==> config.mk <==
export PLATFORM = sky130hd
export DESIGN_NAME = night_rider_scanner
export DESIGN_NICKNAME = d
export VERILOG_FILES = /design/src/rtl/night_rider_pkg.sv /design/src/rtl/nr_prescaler.sv /design/src/rtl/night_rider_scanner.sv
export SDC_FILE = /design/constraint.sdc
export NUM_CORES = 1
export LEC_CHECK = 0
export CAP_MARGIN = 10
export CORE_ASPECT_RATIO = 0.5
export CORE_MARGIN = 5
export CORE_UTILIZATION = 46
export CTS_BUF_LIST = sky130_fd_sc_hd__clkbuf_16
export DETAILED_ROUTE_END_ITERATION = 8
export PLACE_DENSITY_LB_ADDON = 0.2
export SLEW_MARGIN = 0
export SYNTH_ARGS = -nofsm -noshare
export SYNTH_HDL_FRONTEND = slang
export SYNTH_SLANG_ARGS = --single-unit
==> constraint.sdc <==
create_clock -name clk -period 7.2 [get_ports clk]
set_input_delay 1.8 -clock clk [delete_from_list [all_inputs] [get_ports clk]]
set_output_delay 1.8 -clock clk [all_outputs]
set_load 0.005 [all_outputs]
==> src/rtl/night_rider_pkg.sv <==
// Shared constants and helpers for the night-rider LED scanner family.
package night_rider_pkg;

    localparam logic [1:0] MODE_BOUNCE    = 2'b00;
    localparam logic [1:0] MODE_WRAP_UP   = 2'b01;
    localparam logic [1:0] MODE_WRAP_DOWN = 2'b10;
    localparam logic [1:0] MODE_FILL      = 2'b11;

    // Width of a position index into an n-wide bar; never less than one bit.
    function automatic int unsigned pos_width(input int unsigned n);
        return (n <= 2) ? 1 : $clog2(n);
    endfunction

endpackage

==> src/rtl/nr_prescaler.sv <==
// Programmable step prescaler: one-cycle step every div+1 enabled cycles.
module nr_prescaler #(
    parameter int unsigned DIV_W = 16
) (
    input  logic             clk,
    input  logic             rst_n,
    input  logic             en,
    input  logic [DIV_W-1:0] div,
    output logic             step
);

    logic [DIV_W-1:0] cnt_q, cnt_d;

    // Step fires when the enabled counter reaches the live reload value.
    always_comb begin
        step  = en && (cnt_q == div);
        cnt_d = cnt_q;
        if (step) begin
            cnt_d = '0;
        end else if (en) begin
            // A div lowered below cnt lets the counter wrap through its full range.
            cnt_d = cnt_q + 1'b1;
        end
    end

    // Counter register, held while en is low.
    always_ff @(posedge clk or negedge rst_n) begin
        if (!rst_n) begin
            cnt_q <= '0;
        end else begin
            cnt_q <= cnt_d;
        end
    end

endmodule

==> src/rtl/night_rider_scanner.sv <==
// N-wide LED scanner with bounce, wrap-up, wrap-down and fill modes plus a trailing tail.
module night_rider_scanner
    import night_rider_pkg::*;
#(
    parameter int unsigned N     = 8,
    parameter int unsigned TRAIL = 1,
    parameter int unsigned DIV_W = 16
) (
    input  logic                    clk,
    input  logic                    rst_n,
    input  logic                    en,
    input  logic [1:0]              mode,
    input  logic [DIV_W-1:0]        div,
    output logic [N-1:0]            led_out,
    output logic [pos_width(N)-1:0] pos,
    output logic                    dir,
    output logic                    cycle_done
);

    localparam int unsigned     PW     = pos_width(N);
    localparam logic [PW-1:0]   PosMax = PW'(N - 1);
    localparam logic [PW-1:0]   PosOne = PW'(1);

    logic          step;
    logic [PW-1:0] pos_q, pos_d;
    logic          dir_q, dir_d;
    logic [N-1:0]  led_q, led_d;
    logic          done_q, done_d;
    logic [31:0]   pos_ext;

    nr_prescaler #(
        .DIV_W(DIV_W)
    ) u_prescaler (
        .clk  (clk),
        .rst_n(rst_n),
        .en   (en),
        .div  (div),
        .step (step)
    );

    // Next position, direction and end-of-period flag for the current mode.
    always_comb begin
        pos_d  = pos_q;
        dir_d  = dir_q;
        done_d = 1'b0;
        unique case (mode)
            MODE_WRAP_UP: begin
                dir_d = 1'b1;
                if (pos_q == PosMax) begin
                    pos_d  = '0;
                    done_d = 1'b1;
                end else begin
                    pos_d = pos_q + 1'b1;
                end
            end
            MODE_WRAP_DOWN: begin
                dir_d = 1'b0;
                if (pos_q == '0) begin
                    pos_d  = PosMax;
                    done_d = 1'b1;
                end else begin
                    pos_d = pos_q - 1'b1;
                end
            end
            MODE_BOUNCE, MODE_FILL: begin
                // Endpoints override dir so a stale direction from another mode self-corrects.
                if (pos_q == PosMax) begin
                    pos_d = PosMax - 1'b1;
                    dir_d = 1'b0;
                end else if (pos_q == '0) begin
                    pos_d = PosOne;
                    dir_d = 1'b1;
                end else if (dir_q) begin
                    pos_d = pos_q + 1'b1;
                end else begin
                    pos_d = pos_q - 1'b1;
                end
                if (pos_d == PosMax) begin
                    dir_d = 1'b0;
                end else if (pos_d == '0) begin
                    dir_d = 1'b1;
                end
                done_d = (pos_q == PosOne) && (pos_d == '0);
            end
        endcase
    end

    // LED mask from the next head position; the tail is clipped at both ends.
    always_comb begin
        led_d   = '0;
        pos_ext = 32'(pos_d);
        for (int unsigned i = 0; i < N; i++) begin
            if (mode == MODE_FILL) begin
                led_d[i] = (i <= pos_ext);
            end else if (dir_d) begin
                led_d[i] = (i <= pos_ext) && (i + TRAIL > pos_ext);
            end else begin
                led_d[i] = (i >= pos_ext) && (i < pos_ext + TRAIL);
            end
        end
    end

    // Scanner state advances only on prescaler steps; the done pulse lasts one cycle.
    always_ff @(posedge clk or negedge rst_n) begin
        if (!rst_n) begin
            pos_q  <= '0;
            dir_q  <= 1'b1;
            led_q  <= N'(1);
            done_q <= 1'b0;
        end else begin
            done_q <= step && done_d;
            if (step) begin
                pos_q <= pos_d;
                dir_q <= dir_d;
                led_q <= led_d;
            end
        end
    end

    assign led_out    = led_q;
    assign pos        = pos_q;
    assign dir        = dir_q;
    assign cycle_done = done_q;

endmodule

==> results.cfg <==
[outcome]
outcome = finished, final reports clean

[floorplanning]
die_y_microns = 58.20
ioPinCount = 34
coreArea_sq_um = 4446
rows = 17
die_x_microns = 106.4
initial_core_util_pct = 48.07
die_area_sq_um = 6191

[timing]
setup_tns_ns = 0
finalSetupViolations = 0
period_share_pct = 61.08
relSlewSlack_pct = 37.98
max_slew.worst_pin.slew_ns = 0.9303
slew_viol_final = 0
rsz0062_at_grt = false
fin_crit_ns = 4.397
final_hold_viol_count = 0
skew_ns = 0.004362
timing.fmax_mhz = 227.4

[clocking]
cts_setup_buffers = 0
cts_tree = yes
clkTransAtPathRegs_ns = 0.05
clk_latency_ns = 0.27
cts_root_buffer = clkbuf_16
cts_hold_buffers = 0
cts_htree_levels = 2
cts_buffers = 5
cts.sinks = 29
postCtsResizedCells = 0
cts_buffer_depth = 2

[detailed_routing]
ant_nets = 0
finalWirelength_microns = 5115
drtIter0Drc = 68
vias = 1871
dr.pass1.iters = 4
vias_per_cell = 5.568
drc_errors = 0
post_drt_wl_per_cell_microns = 15.22

[global_routing]
grt_pass1_vias = 1851
antenna_found_initial = 0
grt_max_degree = 30
grt-ovfl-total = 0
grt_pass1_wl_microns = 8673
track_usage_pct = 17.76

[pwr]
p_per_area_nw_per_um2 = 191.2
ir_drop_v = 0.0001640
p_leak_nw = 1.166
power.total_mw = 0.5095

[placement]
io_buffers = 33
dp.final_hpwl_microns = 3840
gp_congestion = 0.8665

[finish]
final_common_cell = clkdlybuf4s50_1
drive_gt1_share_pct = 6.810
n_antenna_cell = 0
synthToLayoutAreaGrowth_pct = 24.71
final_cell_mix = clkdlybuf4s50_1, dfrtp_1, nor2_1
nets = 314

[setup_path]
reg2reg_depth = 10
reg2reg_to = led_out[5]
ff2ff_setup_slack_ns = 4.08
crit_required_ns = 7.39
crit_path_end_kind = flop
cp-start-kind = input port
crit_start = mode[0]
cp.arrival_ns = 4.59
endpoint = led_out[5]
r2r_start = pos[0]
path_class = input port to flop
crit_path_max_fanout = 7

[synth]
syn_avg_cell_area_sq_um = 8.831
netlist_instances = 242
synth_edf_count = 0
synthXorXnorAreaFrac_pct = 12.30
ys_async_sr_fraction_pct = 100.0
synthMuxAreaShare_pct = 3.513
synth-simple-area-share_pct = 22.01
synth_nets = 278
ys.flop_type = dfrtp_1
syn-cell-area_sq_um = 2137
ys_seq_area_share_pct = 34.07
synth.distinct_cells = 48
yosys.area_share.adder_pct = 8.782
synth_compound_area_share_pct = 15.52
synth_top_family_by_area = simple AND/OR/NAND/NOR gates
synth-seq-cells = 29
ys_warn_count = 0

[hold_path]
whs_path_depth = 2
hold_class = flop to flop

[flow_run]
cap_violations = 0
==> worst min-delay path by stage <==
stage                           from         end  slack (ns)
after CTS                 led_out[1]  led_out[1]        0.49
after global routing      led_out[3]  led_out[3]        0.52
final                     led_out[1]  led_out[1]        0.49
after detailed placement  led_out[1]  led_out[1]        0.48
after floorplan           led_out[4]  led_out[4]        0.47
after global placement    led_out[4]  led_out[4]        0.47
==> power by group <==
part           switching, mW  internal [mW]
Combinational         0.0551         0.0537
Clock                 0.0702          0.124
Sequential            0.0256          0.181
Total                  0.151          0.358
==> synth_stat cells (2+ instances only) <==
cell type	number	area, sq um
xor2_1	18	157.7
nand2_1	21	78.83
ha_1	15	187.7
o211ai_1	2	15.01
and3_1	4	25.02
or3_1	3	18.77
nor4_1	2	12.51
nor2_1	26	97.59
xnor2_1	12	105.1
o21ai_0	13	65.06
clkbuf_1	4	15.01
a21oi_1	8	40.04
o21bai_1	2	15.01
nand3_1	12	60.06
nand4_1	4	25.02
mux2i_1	3	30.03
nor4_2	2	25.02
buf_2	2	10.01
nand2b_1	3	18.77
a31o_2	2	17.52
a31oi_1	2	12.51
nor3_1	2	10.01
dfstp_2	2	52.55
inv_1	15	56.30
a22oi_1	5	37.54
mux2_2	4	45.04
o31ai_1	2	15.01
nor2b_1	4	25.02
dfrtp_1	27	675.7
and4_1	2	17.52
nor4b_1	2	17.52
==> layer usage <==
layer | track usage, % | part of all wire [%]
met3 | 3.337 | 4.4
met1 | 22.31 | 47
met2 | 30.87 | 48
met4 | 6.642 | 1.3
met5 | 0 | 0
==> flip-flops by register name, indices dropped and copies added, names as in the netlist <==
| signal | count |
|---|---|
| pos | 3 |
| cycle_done | 1 |
| dir | 1 |
| led_out | 8 |
| u_prescaler.cnt_q | 16 |
==> cell families (layout without fill, tap and decap cells) <==
logic type | after synthesis | count (layout)
flops | 29 | 29
simple gates | 92 | 92
compound gates | 48 | 48
mux | 7 | 7
fa+ha+maj | 15 | 15
xor+xnor | 30 | 30
buf+inv | 21 | 58
==> critical path: stages <==
cell,delay [ns]
clkdlybuf4s50_1,0.50
inv_1,0.05
ha_1,0.37
nor2b_1,0.18
a22oi_1,0.20
nand3b_1,0.26
ha_1,0.29
ha_1,0.38
o211ai_1,0.14
o311ai_1,0.22
nor3b_1,0.20
==> through the flow <==
stage	cells	worst slack (ns)	util, %	hold slack, ns	area [sq um]
3_3_place_gp	328	2.629	56.88	0.4661	2529
4_1_cts	336	2.843	59.95	0.4884	2665
6_report	336	2.803	59.95	0.4882	2665
3_5_place_dp	328	2.577	56.88	0.4781	2529
2_1_floorplan	242	3.344	-	0.4721	2137
5_1_grt	336	2.551	59.95	0.5166	2665
==> layout make-up <==
class                      count  area [sq um]
fill                         388          1780
inverter                      15         56.30
timing repair buffer          35         345.3
clock buffer                   5         125.1
sequential                    29         728.2
multi-input combinational    192          1328
tap                           57         71.32
clock inverter                 3         11.26
No activity file was read; power rests on OpenSTA's default activity.
